[config.mk]
export PLATFORM = sky130hd
export DESIGN_NAME = ulpi_reg_arbiter
export DESIGN_NICKNAME = d
export VERILOG_FILES = /design/src/rtl/ulpi_pkg.sv /design/src/rtl/rr_arbiter.sv /design/src/rtl/ulpi_reg_arbiter.sv
export SDC_FILE = /design/constraint.sdc
export NUM_CORES = 1
export LEC_CHECK = 0
export CAP_MARGIN = 20
export CORE_MARGIN = 2
export CORE_UTILIZATION = 40
export CTS_CLUSTER_SIZE = 30
export DETAILED_ROUTE_END_ITERATION = 7
export PLACE_DENSITY = 0.74
export RECOVER_POWER = 25
export SYNTH_ARGS = -nofsm -noshare
export SYNTH_HDL_FRONTEND = slang
export SYNTH_SLANG_ARGS = --single-unit
[constraint.sdc]
create_clock -name CLK_60M -period 3.19 [get_ports CLK_60M]
set_clock_uncertainty 0.05 [all_clocks]
set_input_delay 0.638 -clock CLK_60M [delete_from_list [all_inputs] [get_ports CLK_60M]]
set_output_delay 0.638 -clock CLK_60M [all_outputs]
set_load 0.01 [all_outputs]
[src/rtl/ulpi_pkg.sv]
// Shared ULPI definitions: register addresses, bus widths and the
// register-access arbiter state encoding.
package ulpi_pkg;

   localparam int unsigned ULPI_ADDR_W = 6;
   localparam int unsigned ULPI_DATA_W = 8;

   // ULPI PHY register addresses used by the clients
   localparam logic [ULPI_ADDR_W-1:0] ULPI_FUNC_CTRL = 6'h04;
   localparam logic [ULPI_ADDR_W-1:0] ULPI_OTG_CTRL  = 6'h0A;
   localparam logic [ULPI_ADDR_W-1:0] ULPI_SCRATCH   = 6'h16;

   // Arbiter FSM encoding
   localparam int unsigned ST_W = 2;
   localparam logic [ST_W-1:0] ST_IDLE  = 2'd0;
   localparam logic [ST_W-1:0] ST_ISSUE = 2'd1;
   localparam logic [ST_W-1:0] ST_WAIT  = 2'd2;

endpackage

[src/rtl/rr_arbiter.sv]
// Combinational round-robin picker: one-hot winner among the asserted
// requests, searching from ptr upward and wrapping at NUM_REQ.
//   req    in   NUM_REQ  request vector
//   ptr    in   PTR_W    highest-priority requester index
//   gnt_c  out  NUM_REQ  one-hot winner (all zero when no request)
module rr_arbiter #(
   parameter int unsigned NUM_REQ = 4,
   parameter int unsigned PTR_W   = $clog2(NUM_REQ)
) (
   input  logic [NUM_REQ-1:0] req,
   input  logic [PTR_W-1:0]   ptr,
   output logic [NUM_REQ-1:0] gnt_c
);

   localparam int unsigned SUM_W = PTR_W + 1;

   logic [SUM_W-1:0] idx;
   logic             found;

   // First requester at or after ptr, modulo NUM_REQ
   always_comb begin
      gnt_c = '0;
      found = 1'b0;
      idx   = '0;
      for (int i = 0; i < NUM_REQ; i++) begin
         idx = {1'b0, ptr} + SUM_W'(i);
         if (idx >= SUM_W'(NUM_REQ)) idx = idx - SUM_W'(NUM_REQ);
         if (!found && req[idx[PTR_W-1:0]]) begin
            gnt_c[idx[PTR_W-1:0]] = 1'b1;
            found                 = 1'b1;
         end
      end
   end

endmodule

[src/rtl/ulpi_reg_arbiter.sv]
// Shares the ULPI PHY register-access port among NUM_REQ clients:
// round-robin grant, one transaction in flight, per-transaction timeout,
// per-client DONE/FAIL pulses.
//   CLK_60M, NRST_A_USB              clock, async active-low reset
//   REQ_VALID/RW/ADDR/WDATA          client requests (packed per client)
//   REQ_GRANT, RSP_DONE, RSP_FAIL    per-client one-cycle pulses
//   RSP_RDATA                        last successful read data
//   BUSY                             transaction in flight
//   REG_EN/RW/ADDR/DATA_I            to ULPI register port
//   REG_DATA_O/DONE/FAIL, READY      from ULPI
module ulpi_reg_arbiter
   import ulpi_pkg::*;
#(
   parameter int unsigned NUM_REQ     = 4,
   parameter int unsigned TIMEOUT_CYC = 255
) (
   input  logic                           CLK_60M,
   input  logic                           NRST_A_USB,
   input  logic [NUM_REQ-1:0]             REQ_VALID,
   input  logic [NUM_REQ-1:0]             REQ_RW,
   input  logic [ULPI_ADDR_W*NUM_REQ-1:0] REQ_ADDR,
   input  logic [ULPI_DATA_W*NUM_REQ-1:0] REQ_WDATA,
   output logic [NUM_REQ-1:0]             REQ_GRANT,
   output logic [NUM_REQ-1:0]             RSP_DONE,
   output logic [NUM_REQ-1:0]             RSP_FAIL,
   output logic [ULPI_DATA_W-1:0]         RSP_RDATA,
   output logic                           BUSY,
   output logic                           REG_EN,
   output logic                           REG_RW,
   output logic [ULPI_ADDR_W-1:0]         REG_ADDR,
   output logic [ULPI_DATA_W-1:0]         REG_DATA_I,
   input  logic [ULPI_DATA_W-1:0]         REG_DATA_O,
   input  logic                           REG_DONE,
   input  logic                           REG_FAIL,
   input  logic                           READY
);

   localparam int unsigned PTR_W = $clog2(NUM_REQ);
   localparam int unsigned TMR_W = $clog2(TIMEOUT_CYC + 1);

   logic [ST_W-1:0]        state, state_nxt;
   logic [PTR_W-1:0]       owner, owner_nxt;
   logic [PTR_W-1:0]       ptr, ptr_nxt;
   logic [TMR_W-1:0]       timer, timer_nxt;
   logic [NUM_REQ-1:0]     grant_nxt, done_nxt, fail_nxt;
   logic [ULPI_DATA_W-1:0] rdata_nxt, data_nxt;
   logic [ULPI_ADDR_W-1:0] addr_nxt;
   logic                   busy_nxt, en_nxt, rw_nxt;

   logic [NUM_REQ-1:0]     win_gnt;
   logic [PTR_W-1:0]       win_idx;
   logic                   win_rw;
   logic [ULPI_ADDR_W-1:0] win_addr;
   logic [ULPI_DATA_W-1:0] win_data;

   rr_arbiter #(
      .NUM_REQ (NUM_REQ),
      .PTR_W   (PTR_W)
   ) u_rr (
      .req   (REQ_VALID),
      .ptr   (ptr),
      .gnt_c (win_gnt)
   );

   // Winner index and its request fields
   always_comb begin
      win_idx  = '0;
      win_rw   = 1'b0;
      win_addr = '0;
      win_data = '0;
      for (int i = 0; i < NUM_REQ; i++) begin
         if (win_gnt[i]) begin
            win_idx  = PTR_W'(i);
            win_rw   = REQ_RW[i];
            win_addr = REQ_ADDR[i*ULPI_ADDR_W +: ULPI_ADDR_W];
            win_data = REQ_WDATA[i*ULPI_DATA_W +: ULPI_DATA_W];
         end
      end
   end

   // State and registered outputs
   always_ff @(posedge CLK_60M or negedge NRST_A_USB) begin
      if (!NRST_A_USB) begin
         state      <= ST_IDLE;
         owner      <= '0;
         ptr        <= '0;
         timer      <= '0;
         REQ_GRANT  <= '0;
         RSP_DONE   <= '0;
         RSP_FAIL   <= '0;
         RSP_RDATA  <= '0;
         BUSY       <= 1'b0;
         REG_EN     <= 1'b0;
         REG_RW     <= 1'b0;
         REG_ADDR   <= '0;
         REG_DATA_I <= '0;
      end else begin
         state      <= state_nxt;
         owner      <= owner_nxt;
         ptr        <= ptr_nxt;
         timer      <= timer_nxt;
         REQ_GRANT  <= grant_nxt;
         RSP_DONE   <= done_nxt;
         RSP_FAIL   <= fail_nxt;
         RSP_RDATA  <= rdata_nxt;
         BUSY       <= busy_nxt;
         REG_EN     <= en_nxt;
         REG_RW     <= rw_nxt;
         REG_ADDR   <= addr_nxt;
         REG_DATA_I <= data_nxt;
      end
   end

   // Next state and next output values
   always_comb begin
      state_nxt = state;
      owner_nxt = owner;
      ptr_nxt   = ptr;
      timer_nxt = timer;
      grant_nxt = '0;
      done_nxt  = '0;
      fail_nxt  = '0;
      rdata_nxt = RSP_RDATA;
      en_nxt    = 1'b0;
      rw_nxt    = REG_RW;
      addr_nxt  = REG_ADDR;
      data_nxt  = REG_DATA_I;

      case (state)
         ST_IDLE: begin
            if (READY && (|REQ_VALID)) begin
               state_nxt = ST_ISSUE;
               owner_nxt = win_idx;
               ptr_nxt   = (win_idx == PTR_W'(NUM_REQ - 1)) ? '0 : PTR_W'(win_idx + 1'b1);
               timer_nxt = '0;
               grant_nxt = win_gnt;
               en_nxt    = 1'b1;
               rw_nxt    = win_rw;
               addr_nxt  = win_addr;
               data_nxt  = win_data;
            end
         end

         ST_ISSUE: begin
            if (!READY) begin
               fail_nxt[owner] = 1'b1;
               state_nxt       = ST_IDLE;
            end else begin
               state_nxt = ST_WAIT;
               timer_nxt = '0;
            end
         end

         ST_WAIT: begin
            // DONE takes priority over FAIL, link loss and timeout
            if (REG_DONE) begin
               done_nxt[owner] = 1'b1;
               if (!REG_RW) rdata_nxt = REG_DATA_O;
               state_nxt = ST_IDLE;
            end else if (REG_FAIL || !READY || (timer == TMR_W'(TIMEOUT_CYC - 1))) begin
               fail_nxt[owner] = 1'b1;
               state_nxt       = ST_IDLE;
            end else if (timer != {TMR_W{1'b1}}) begin
               timer_nxt = timer + 1'b1;
            end
         end

         default: state_nxt = ST_IDLE;
      endcase

      busy_nxt = (state_nxt != ST_IDLE);
   end

endmodule

Word level (Yosys, flattened, before mapping)

Cells that the tools add are included.

Bits of input ports: 77
Bits in registers: 51
Output and inout bits: 37
Word-level logic and storage cells: 138

Add/sub/neg operators: 9
$lt $le $gt $ge: 14
Muxes and demuxes: 66
Reduce and logical (&&, ||, !) cells: 22
Bitwise logic cells: 4
Equality and inequality tests: 10

Operators with widths:

| cell                                                                                 | count |
|---|---|
| 8-bit two-way mux                                                                    | 9 |
| 4-bit two-way mux                                                                    | 11 |
| 6-bit two-way mux                                                                    | 4 |
| 8-bit case mux with 3 select lines                                                   | 1 |
| 2-bit two-way mux                                                                    | 11 |
| 1-bit two-way mux                                                                    | 19 |
| 2-bit by 3-bit less-than comparator with 1-bit output (second input constant)        | 5 |
| 4-bit bitwise OR                                                                     | 3 |
| 1-bit demux with 2-bit select                                                        | 5 |
| 2-bit by 1-bit greater-or-equal comparator with 1-bit output (second input constant) | 5 |
| 2-bit != test (second input constant)                                                | 5 |
| 3-bit greater-or-equal comparator (second input constant)                            | 3 |
| 1-bit logical AND                                                                    | 9 |
| 8-bit by 1-bit adder with 8-bit output (second input constant)                       | 1 |
| 1-bit binary-select mux with 2-bit select                                            | 4 |
| 8-bit == test (second input constant)                                                | 1 |
| 8-bit != test (second input constant)                                                | 1 |
| 4-bit case mux with 2 select lines                                                   | 1 |
| 2-bit by 1-bit subtractor with 2-bit output (second input constant)                  | 4 |
| 2-bit by 2-bit adder with 3-bit output (second input constant)                       | 2 |
| 2-bit case mux with 3 select lines                                                   | 1 |
| 6-bit AND reduction                                                                  | 1 |
| 2-bit == test (second input constant)                                                | 2 |
| 1-bit zero test                                                                      | 4 |
| other kinds (12)                                                                     | 13 |

Longest topological paths before layout

Gate-level depths: netlist of run 1.

Depth after elaboration: 19
Mapped depth: 12
Mapped depth without buffers: 9

By module

From an unflattened synthesis of run 1, not the netlist that was laid out.

Cell total of the unflattened synthesis: 270
Area total of the unflattened synthesis: 2957.8 um^2

By module, submodules not included:

| module           | area each (um^2) | seq. area each (um^2) | cells an instance | times used |
|---|---|---|---|---|
| ulpi_reg_arbiter | 2655.0           | 1276.2                | 240               | 1 |
| rr_arbiter       | 302.8            | 0.0                   | 30                | 1 |

Least setup slack after synthesis of run 1

OpenSTA, ideal clock, no wires.

Path type: reg-to-reg
Start point: register ptr[0]
End point: register REG_ADDR[0]
Stages on the path, launching flop included: 12
Path buffers: 3
Clock period less this slack: 2.964 ns
Required time: 3.005 ns
Setup slack: 0.226 ns
Setup time: 0.135 ns
Arrival time: 2.779 ns
Path through: dfrtp_1 -> buf_2 -> inv_1 -> ha_1 -> mux4_2 -> nor3_2 -> a221o_1 -> buf_6 -> nor2_4 -> buf_6 -> a221oi_1 -> o211ai_1

Longest elaborated chain between the ends: 18
Elaborated cells between the ends (all ways): 63
Those cells by class: add/sub: 7; order compare: 12; mux: 31; bitwise: 3; reduce/logical: 10

Ends and longest elaborated chain:

| item                                                                            | RTL line                | RTL |
|---|---|---|
| start, declared                                                                 | ulpi_reg_arbiter.sv:43  | `logic [PTR_W-1:0] ptr, ptr_nxt;` |
| start signal, assigned                                                          | ulpi_reg_arbiter.sv:100 | `ptr <= ptr_nxt;` |
| branches (longest 13 deep; another with 2-bit by 1-bit adder with 3-bit output) | -                       |  |
| 4-bit two-way mux *                                                             | rr_arbiter.sv:28        | `if (!found && req[idx[PTR_W-1:0]]) begin` |
| 6-bit two-way mux (3 in a row)                                                  | ulpi_reg_arbiter.sv:72  | `if (win_gnt[i]) begin` |
| 6-bit two-way mux *                                                             | ulpi_reg_arbiter.sv:72  |  |
| end signal, assigned                                                            | ulpi_reg_arbiter.sv:109 | `REG_ADDR <= addr_nxt;` |
| end, declared                                                                   | ulpi_reg_arbiter.sv:30  | `output logic [ULPI_ADDR_W-1:0] REG_ADDR,` |

Mark *: on every way between the ends. The select of a mux whose other input is x is not followed.
A chain may end at the register's enable or synchronous reset.

Worst setup path in the final report of run 1

Start point: input REQ_VALID[1]
End point: register REG_ADDR[0]

Longest elaborated chain between the ends: 16
Elaborated cells between the ends (all ways): 31
Those cells by class: mux: 19; bitwise: 3; reduce/logical: 9

Ends and longest elaborated chain:

| item                                      | RTL line               | RTL |
|---|---|---|
| start, declared                           | ulpi_reg_arbiter.sv:19 | `input logic [NUM_REQ-1:0] REQ_VALID,` |
| 1-bit binary-select mux with 2-bit select | rr_arbiter.sv:28       |  |
| 1-bit two-way mux (implied by the code)   | rr_arbiter.sv:28       |  |
| 1-bit two-way mux                         | rr_arbiter.sv:28       |  |
| 1-bit zero test                           | rr_arbiter.sv:28       |  |
| 1-bit logical AND                         | rr_arbiter.sv:28       |  |
| 1-bit two-way mux                         | rr_arbiter.sv:28       |  |
| 1-bit zero test                           | rr_arbiter.sv:28       |  |
| 1-bit logical AND                         | rr_arbiter.sv:28       |  |
| 1-bit two-way mux                         | rr_arbiter.sv:28       |  |
| 1-bit zero test                           | rr_arbiter.sv:28       |  |
| 1-bit logical AND                         | rr_arbiter.sv:28       |  |
| 4-bit two-way mux                         | rr_arbiter.sv:28       |  |
| 6-bit two-way mux (4 in a row)            | ulpi_reg_arbiter.sv:72 |  |

Several ways; a longest one is shown, not always the timed one. The select of a mux whose other input is x is not followed.

==> results of run 1 <==
==> how the worst max path moves through the flow <==
stage,startpoint,endpoint,slack [ns]
floorplan,ptr[0]$_DFFE_PN0P_,REG_ADDR[0]$_DFFE_PN0P_,0.23
global placement,REQ_VALID[2],REG_DATA_I[5]$_DFFE_PN0P_,0.09
detailed placement,REQ_VALID[1],REG_DATA_I[6]$_DFFE_PN0P_,-0.05
CTS,REQ_VALID[1],REG_DATA_I[6]$_DFFE_PN0P_,0.28
global route,REQ_VALID[2],REG_DATA_I[2]$_DFFE_PN0P_,0.15
finish,REQ_VALID[1],REG_ADDR[0]$_DFFE_PN0P_,0.28
==> sequential cells by signal (all words and copies together) (netlist names) <==
register and cells:
REG_ADDR 6, REG_RW 1, state 2, REQ_GRANT 4, ptr 2, timer 8
RSP_DONE 4, owner 2, RSP_RDATA 8, REG_DATA_I 8, RSP_FAIL 4, REG_EN 1
BUSY 1
==> worst max-delay path, cell delays in order <==
cell	delay, ns
clkdlybuf4s50_1	0.57
and2b_1	0.23
a221oi_2	0.31
nor3_2	0.09
a221o_1	0.45
a2111oi_4	0.33
buf_4	0.24
o211ai_1	0.11
o211ai_1	0.11
==> report_power, final <==
part / total [mW] / internal [mW] / switching, mW
clock: 0.367 / 0.154 / 0.214
sequential: 0.984 / 0.862 / 0.122
combinational: 2.27 / 1.11 / 1.16
total: 3.62 / 2.13 / 1.49
==> cells in the mapped netlist (all sizes together) (3+ instances only) <==
library cell  number
nor2              18
o211ai            31
nand3              4
o31ai              4
nor2b              3
nand2             48
mux4               3
inv               11
ha                13
a21oi              6
nor3b              3
nor3               7
mux2               9
or2                4
clkbuf             5
buf               13
a221oi            18
dfrtp             51
o21ai             26
==> per-layer routing <==
metal  part of all wire [%]  GRT usage [%]
met5                      0              0
met4                    1.7           6.41
met3                    6.6           4.42
met2                     50           33.0
met1                     42           23.3
==> per-stage QoR <==
stage,setup TNS [ns],cell area (sq um)
after floorplan,0,2990
after global placement,0,4290
after detailed placement,-0.0963,4290
after CTS,0,4380
after global routing,0,4370
final,0,4370
==> cell type report <==
class | count | area [sq um]
Inverter | 11 | 41.3
Timing Repair Buffer | 134 | 1290
Tap cell | 99 | 124
Fill cell | 599 | 2880
Clock buffer | 6 | 72.6
Clock inverter | 2 | 12.5
Multi-Input combinational cell | 218 | 1550
Sequential cell | 51 | 1280
==> cells by family after synthesis <==
family,share of synthesized area (%)
adder cells (fa/ha/maj),5.43
AND/OR/NAND/NOR,14.7
buffers and inverters,5.52
AO/OA/AOI/OAI,25.3
multiplexers,6.44
flip-flops,42.6
==> run metrics, run 1 <==
vias in the first global route ~2700; Post-Syn Instances just under 300; total CTS buffers 5; R2R cell count 10; first-pass GRT wire length 12800 microns; post-place setup slack -0.0455 ns; post-synth top area cell dfrtp_1; Reg-to-Reg Start ptr[0]$_DFFE_PN0P_; hold crit path type flip-flop to flip-flop; clk_lat worst skew around 0.30 ns; post-synthesis sequential area ratio 42.6%; Die ar. 0.00819 sq mm; n_diodes 0; CTS tree done; CTS sink cnt between 50 and 60; P per Cell Area 827 mW/mm^2; Worst Min Path Start RSP_RDATA[2]$_DFFE_PN0P_; routed len/inst between 15 and 20 microns; post-route worst setup slack 0.281 ns; DR pass1 iterations 4; antenna viol nets, final 0; commonest non-fill, non-tap cell in the layout clkdlybuf4s50_1; Synth area leaders dfrtp_1 43%, o211ai_1 7.3%, nand2_1 6.0%, ha_1 5.4%, a221oi_2 4.5%; Worst-Margin Slew 1.26 ns; #FFs+latches synth 51; achievable clock frequency ~340 MHz; vias after detailed routing 2786; CP startpoint kind input pin; async set-reset flop share out of synthesis 100%; share of cells above drive strength 1 13.7%; initial antenna violation count 0; Setup CP Type input pin to flip-flop; nets@finish a little over 500; placed cells 513; # DRC 0; status finished clean; pin count of the biggest net entering global routing 28; total power 3.62 mW; Final period util 91.2%; core area 0.00725 sq mm; post-route minimum period 2.91 ns; hold_ws 0.458 ns; max-slew violations 0; RSZ-0062 raised after global routing false; Worst Path Arrival 3.08 ns; HPWL Detailed between 5000 and 6000 microns; post-synthesis net count 388; GRT Total Usage 19.0%; vias per inst between 5 and 6; CTS clk-pin slew, worst paths 0.09 ns; 1st-iter DRT viols 111; worst vdd ir 452 uV; Endpoint, Worst Hold RSP_RDATA[2]$_DFFE_PN0P_; post-cts hold buffer count 0; static leakage 1.76 nW; max_slew headroom 15.8%; effective utilization at floorplan 41.3%; row count 31; I/O Buffers 113; Hold Crit Depth 1; Die Y 90.5 microns; Reg2Reg Setup Slack ~0.35 ns; WP data required 3.36 ns; Max Buffers Root-to-Sink 2; fin util 60.3%; Post-synth EDFFs 0; Reg-to-Reg End REG_ADDR[0]$_DFFE_PN0P_; Post-Route WL 7820 microns; non-filler cells, final 521; Syn Std Cell Area 0.00299 sq mm; # Max-Cap Violations 0; Synth cell types 42; GRT overflow 0; crit-path max FO 9; I/O Pins 114; commonest cells after routing, fill and taps aside 112 x clkdlybuf4s50_1, 51 x dfrtp_1, 48 x nand2_1; final hold vios 0; Area Growth Syn to Fin 46.1%; H-tree depth 2; width of the die 90.5 microns; Yosys top cell area share a little over two fifths; CTS Root Cell clkbuf_8; yosys warns 0; PostCTS Resize Cnt 0; syn avg cell area roughly 10 sq um; GP Congestion 0.907; Synth Flop Type dfrtp_1; Post-CTS Setup Bufs 0; Setup-failing EPs final 0; CP Capture Type flip-flop
No activity file was read; power rests on OpenSTA's default activity.
==> inputs of run 2 (changes only) <==
--- a/config.mk
+++ b/config.mk
@@ -7,10 +7,12 @@
 export LEC_CHECK = 0
 export CAP_MARGIN = 20
 export CORE_MARGIN = 2
-export CORE_UTILIZATION = 40
+export CORE_UTILIZATION = 41
+export CTS_BUF_LIST = sky130_fd_sc_hd__clkbuf_8
 export CTS_CLUSTER_SIZE = 30
 export DETAILED_ROUTE_END_ITERATION = 7
-export PLACE_DENSITY = 0.74
+export GPL_TIMING_DRIVEN = 0
+export PLACE_DENSITY = 0.75
 export RECOVER_POWER = 25
 export SYNTH_ARGS = -nofsm -noshare
 export SYNTH_HDL_FRONTEND = slang
==> run 2 against run 1 <==
The flow now finishes with violations (max-capacitance violations, max-slew violations); via count down 0.43%; fmax down 7.1%; critical endpoint is now REG_ADDR[5]$_DFFE_PN0P_; design area up 2.3%; highest routed layer unchanged.
==> run metrics, run 2 (synthesis results as in run 1) <==
status finished, violations left; failing checks max-capacitance violations, max-slew violations; vias after detailed routing 2774 (-0.43%); total power 3.86 mW (+6.6%); Final period util 98.2% (+7.0 points); Multi-input gate area 0.00160 sq mm (+2.7%); Post-DP Area 0.00425 sq mm (-0.87%); row count 31 (unchanged); routed len/inst 15.4 microns (+2.8%); hold crit path type input pin to asynchronous set/reset pin; I/O Buffers 112 (-0.88%); CTS tree done; DR pass1 iterations 4 (unchanged); R2R cell count 11 (+1); effective utilization at floorplan 41.7% (+0.45 points); commonest non-fill, non-tap cell in the layout clkdlybuf4s50_1; Register Area 0.00128 sq mm (+0.20%); Worst-Margin Slew 1.79 ns (+0.525 ns); static leakage 1.79 nW (+1.8%); commonest cells after routing, fill and taps aside 111 x clkdlybuf4s50_1, 49 x dfrtp_1, 47 x nand2_1; max-slew violations 42 (+42); max_slew headroom -19.2% (-35 points); largest registers REG_DATA_I x8, RSP_RDATA x8, timer x8; Worst Path Arrival 3.28 ns (+0.20 ns); nets@finish 516 (+0.98%); n_diodes 0 (unchanged); fin util 62.3% (+2.0 points); antenna viol nets, final 0 (unchanged); Setup CP Type flip-flop to flip-flop; Reg-to-Reg Start ptr[0]$_DFFE_PN0P_; Reg-to-Reg End REG_ADDR[5]$_DFFE_PN0P_; final instance area 0.00447 sq mm (+2.3%); worst vdd ir 451 uV (-0.32%); hold_ws 0.220 ns (-0.238 ns); core area 0.00718 sq mm (-1.1%); achievable clock frequency 319 MHz (-7.1%); clk_lat worst skew 0.31 ns (about the same); H-tree depth 2 (unchanged); CP Capture Type flip-flop; Post-Route WL 8120 microns (+3.8%); crit-path max FO 10 (+1); 1st-iter DRT viols 119 (+7.2%); P per Cell Area 862 mW/mm^2 (+4.3%); post-place setup slack -0.237 ns (-0.192 ns); I/O Pins 114 (unchanged); GRT Total Usage 20.0% (+1.0 points); CTS Root Cell clkbuf_8; vias per inst 5.27 (-1.4%); # DRC 0 (unchanged); # Max-Cap Violations 1 (+1); CTS clk-pin slew, worst paths 0.10 ns (about the same); CTS sink cnt 51 (unchanged); Die ar. 0.00800 sq mm (-2.3%); post-route worst setup slack 0.0588 ns (-0.223 ns); fillers 599 (unchanged); share of cells above drive strength 1 16.2% (+2.4 points); post-route minimum period 3.13 ns (+0.223 ns); vias in the first global route 2638 (-0.83%); Die Y 89.5 microns (-1.2%); pin count of the biggest net entering global routing 42 (+50%); final hold vios 0 (unchanged); CP startpoint kind flip-flop; Area Growth Syn to Fin 49.4%; Setup-failing EPs final 0 (unchanged); total CTS buffers 5 (unchanged); GRT overflow 0 (unchanged); first-pass GRT wire length 12500 microns (-2.0%); WP data required 3.33 ns (-0.03 ns); HPWL Detailed 6020 microns (+0.56%); width of the die 89.5 microns (-1.2%); GP Congestion 0.825 (-9.0%); Max Buffers Root-to-Sink 2 (unchanged); Reg2Reg Setup Slack 0.06 ns (-0.29 ns); initial antenna violation count 0 (unchanged)
[run 2: changes by cell type in the layout (fill, tap and decap cells not counted), sizes merged]
cell,change
buf,+1
clkdlybuf4s50,-1
clkinv,+1
clkbuf,+3
dlymetal6s4s,+1
[run 2: power by group]
group	switching, mW	total (mW)	internal, mW
sequential	0.126	0.990	0.864
combinational	1.28	2.47	1.19
clock	0.236	0.399	0.163
total	1.64	3.86	2.22
[run 2: routing by layer]
layer  vias up  GRT usage [%]  wire length, microns
met5         -              0                     0
met4         0           3.66                    51
met3         5           4.16                   393
met2        76           34.3                  4160
met1      1338           26.5                  3520
li1       1355              -                     -
[run 2: final cells by class]
type / instances / area share, %
Multi-Input combinational cell: 218 / 35.7
Sequential cell: 51 / 28.6
Timing Repair Buffer: 121 / 26.8
Buffer: 18 / 2.94
Tap cell: 99 / 2.77
Clock buffer: 5 / 1.54
Inverter: 11 / 1.01
Clock inverter: 3 / 0.644
[run 2: worst max path at each step]
| stage | startpoint | end | slack (ns) | cells past startpoint |
|---|---|---|---|---|
| after floorplan | ptr[0]$_DFFE_PN0P_ | REG_ADDR[0]$_DFFE_PN0P_ | 0.23 | 11 |
| after global routing | ptr[0]$_DFFE_PN0P_ | REG_ADDR[0]$_DFFE_PN0P_ | -0.007 | 11 |
| after CTS | ptr[0]$_DFFE_PN0P_ | REG_ADDR[5]$_DFFE_PN0P_ | -0.006 | 11 |
| final | ptr[0]$_DFFE_PN0P_ | REG_ADDR[5]$_DFFE_PN0P_ | 0.06 | 11 |
| after detailed placement | REQ_VALID[2] | REG_ADDR[5]$_DFFE_PN0P_ | -0.24 | 9 |
| after global placement | REQ_VALID[2] | REG_ADDR[5]$_DFFE_PN0P_ | -0.18 | 9 |
[run 2: stage by stage]
stage	TNS, ns	cells
after CTS	-0.00838	519
after global routing	-0.0137	526
after floorplan	0	298
final	0	526
after global placement	-3.11	509
after detailed placement	-2.56	510
[run 2: timing repair]
| action | 4_1_cts | 5_1_grt |
|---|---|---|
| gates resized for setup | 3 | 12 |
| buffers inserted | 1 | 7 |
| endpoints found under the setup margin | 17 | 16 |
| hold buffers | 0 | 0 |
| pin swaps | 2 | 3 |
[run 2: critical path, cell delays in order, from the launching register on]
cell and delay, ns:
dfrtp_2 0.40, buf_6 0.15, clkinvlp_4 0.12, ha_4 0.29, mux4_2 0.60, nand2_1 0.13, o21ai_1 0.07, a221o_1 0.34
buf_6 0.18, buf_4 0.19, a221oi_2 0.35, o211ai_2 0.13
==> inputs of run 3 (changes only) <==
--- a/config.mk
+++ b/config.mk
@@ -7,12 +7,12 @@
 export LEC_CHECK = 0
 export CAP_MARGIN = 20
 export CORE_MARGIN = 2
-export CORE_UTILIZATION = 41
+export CORE_UTILIZATION = 45
 export CTS_BUF_LIST = sky130_fd_sc_hd__clkbuf_8
 export CTS_CLUSTER_SIZE = 30
 export DETAILED_ROUTE_END_ITERATION = 7
 export GPL_TIMING_DRIVEN = 0
-export PLACE_DENSITY = 0.75
+export PLACE_DENSITY = 0.79
 export RECOVER_POWER = 25
 export SYNTH_ARGS = -nofsm -noshare
 export SYNTH_HDL_FRONTEND = slang
==> constraint.sdc (replaced) <==
create_clock -name CLK_60M -period 3.34 [get_ports CLK_60M]
set_clock_uncertainty 0.05 [all_clocks]
set_input_delay 0.668 -clock CLK_60M [delete_from_list [all_inputs] [get_ports CLK_60M]]
set_output_delay 0.668 -clock CLK_60M [all_outputs]
set_load 0.01 [all_outputs]
==> run 3 against run 2 <==
The run now ends clean; hold slack improved by 0.083 ns; clock power is 5% lower; critical path type unchanged; sequential power decreased by 2.6%; cell count is 4.8% lower; first-iteration DRC count down 35%; global-route usage increased by 1.9 points; utilization is 6.5 points higher; register-to-register slack gained 0.20 ns; via count about the same; count of clock-buffer cells in the layout is the same.
==> run metrics, run 3 (synthesis results as in run 1) <==
commonest cells after routing, fill and taps aside 111 x clkdlybuf4s50_1, 49 x dfrtp_1, 47 x nand2_1; RSZ-0062 raised after global routing false; crit-path max FO 10 (unchanged); final hold vios 0 (unchanged); routed len/inst 15.8 microns (+2.6%); largest registers REG_DATA_I x8, RSP_RDATA x8, timer x8; vias in the first global route 2726 (+3.3%); antenna viol nets, final 0 (unchanged); post-route minimum period 3.08 ns (-0.0511 ns); # DRC 0 (unchanged); max_slew headroom 55.5% (+75 points); pin count of the biggest net entering global routing 42 (unchanged); Net Switching 1.50 mW (-8.3%); clk_lat worst skew 0.31 ns (about the same); n_diodes 0 (unchanged); max-slew violations 0 (-100%); Die ar. 0.00732 sq mm (-8.5%); GRT overflow 0 (unchanged); R2R cell count 10 (-1); static leakage 1.77 nW (-1.2%); share of cells above drive strength 1 15.3% (-0.83 points); core area 0.00639 sq mm (-11%); Register Area 0.00128 sq mm (unchanged); CP startpoint kind flip-flop; hold crit path type input pin to asynchronous set/reset pin; CTS tree done; Critical-path top delay cell mux4_2; Final period util 92.2% (-5.9 points); Max Buffers Root-to-Sink 2 (unchanged); Setup-failing EPs final 0 (unchanged); post-route worst setup slack 0.260 ns (+0.201 ns); CTS Root Cell clkbuf_8; vias after detailed routing 2772 (-0.072%); fin util 68.8% (+6.5 points); vias per inst 5.53 (+4.9%); post-place setup slack -0.117 ns (+0.121 ns); worst vdd ir 449 uV (-0.33%); first-pass GRT wire length 12900 microns (+3.4%); # Max-Cap Violations 0 (-1); fillers 504 (-16%); effective utilization at floorplan 46.9% (+5.2 points); 1st-iter DRT viols 77 (-35%); Critical Path End REG_ADDR[0]$_DFFE_PN0P_; switching share of power 42.3% (-0.18 points); total CTS buffers 5 (unchanged); CP Cell Sequence inv_1 > ha_1 > mux4_2 > nor3_2 > a221o_1 > buf_6 > nor2_4 > buf_6 > a221oi_1 > o211ai_1; DR pass1 iterations 4 (unchanged); status finished clean; Reg-to-Reg End REG_ADDR[0]$_DFFE_PN0P_; P per Cell Area 808 mW/mm^2 (-6.3%); crit path launch ptr[1]$_DFFE_PN0P_; Worst Path Arrival 3.23 ns (-0.05 ns); width of the die 85.6 microns (-4.3%); CP Capture Type flip-flop; Setup CP Type flip-flop to flip-flop; HPWL Detailed 6050 microns (+0.50%); achievable clock frequency 325 MHz (+1.7%); I/O Pins 114 (unchanged); nets@finish 513 (-0.58%); Reg-to-Reg Start ptr[1]$_DFFE_PN0P_; I/O Buffers 112 (unchanged); commonest non-fill, non-tap cell in the layout clkdlybuf4s50_1; Crit path depth 10 (-1); Sequential Power Share 27.2% (+1.5 points); Multi-input gate area 0.00158 sq mm (-1.2%); Post-Route WL 7930 microns (-2.3%); post-cts hold buffer count 0 (unchanged); Critical Path Max Stage Delay 0.61 ns (about the same); Comb pwr share 62.1% (-1.9 points); Die Y 85.6 microns (-4.3%); cell repeated most along the worst path buf_6; H-tree depth 2 (unchanged); Worst-Margin Slew 0.668 ns (-1.12 ns); P_int 2.05 mW (-7.7%); initial antenna violation count 0 (unchanged); WP data required 3.49 ns (+0.16 ns); Critical path buffers and inverters 3 (-1); row count 29 (-6.5%); Clk pwr share 10.7% (+0.3 points); delay-heaviest family, CP compound AO/OA/AOI/OAI gates; GP Congestion 0.832 (+0.82%); CTS sink cnt 51 (unchanged); Reg2Reg Setup Slack 0.26 ns (+0.20 ns); GRT Total Usage 22.0% (+1.9 points); Area Growth Syn to Fin 46.7%; CTS clk-pin slew, worst paths 0.10 ns (about the same)
[run 3: power by group through the flow]
stage / Clock (mW) / Combinational, mW / Sequential [mW]
after floorplan: 0 / 1.30 / 1.03
after global placement: 0 / 2.07 / 0.963
after detailed placement: 0 / 2.12 / 0.974
after CTS: 0.397 / 2.13 / 0.963
after global routing: 0.415 / 2.42 / 0.997
final: 0.381 / 2.20 / 0.964
[run 3: metrics by stage]
| stage | TNS (ns) | instance area (sq um) | hold slack [ns] | instances | power (mW) |
|---|---|---|---|---|---|
| 6_report | 0 | 4390 | 0.303 | 501 | 3.55 |
| 5_1_grt | 0 | 4390 | 0.341 | 501 | 3.83 |
| 4_1_cts | 0 | 4340 | 0.165 | 497 | 3.49 |
| 3_5_place_dp | -0.800 | 4230 | 0.434 | 488 | 3.09 |
| 3_3_place_gp | -0.0658 | 4210 | 0.421 | 487 | 3.04 |
| 2_1_floorplan | 0 | 2990 | 0.322 | 298 | 2.33 |
[run 3: cell type report]
type / instances / share of cell area [%]
sequential: 51 / 29.1
multi-input combinational: 218 / 35.9
clock buffer: 5 / 1.57
clock inverter: 3 / 0.655
inverter: 11 / 0.940
buffer: 17 / 2.79
tap: 77 / 2.19
timing repair buffer: 119 / 26.9
[run 3: worst reg2reg max path, delay by kind of cell, from the launching register on]
family	cells	cell delay [ns]
buf+inv	3	0.49
compound gates	3	0.64
mux	1	0.61
simple gates	2	0.34
fa+ha+maj	1	0.37
flops	1	0.48
[run 3: timing repair]
item / 4_1_cts / 5_1_grt
buffers inserted: 1 / 5
gates resized for setup: 3 / 7
setup endpoints to repair: 11 / 13
pin swaps: 1 / 1
[run 3: how the worst min path moves through the flow]
stage                                         end                     from
after floorplan                    BUSY$_DFF_PN0_               NRST_A_USB
after global routing         timer[7]$_DFFE_PN0P_               NRST_A_USB
final                        timer[5]$_DFFE_PN0P_               NRST_A_USB
after detailed placement  REG_ADDR[5]$_DFFE_PN0P_  REG_ADDR[5]$_DFFE_PN0P_
after CTS                    timer[5]$_DFFE_PN0P_               NRST_A_USB
after global placement    REG_ADDR[5]$_DFFE_PN0P_  REG_ADDR[5]$_DFFE_PN0P_
[run 3: metal layers]
metal | global-route usage (%) | share of wire [%] | vias up
met4 | 4.62 | 1.3 | 0
met1 | 27.2 | 42 | 1321
met3 | 5.10 | 5.4 | 10
li1 | - | - | 1352
met2 | 39.2 | 52 | 89
met5 | 0 | 0 | -
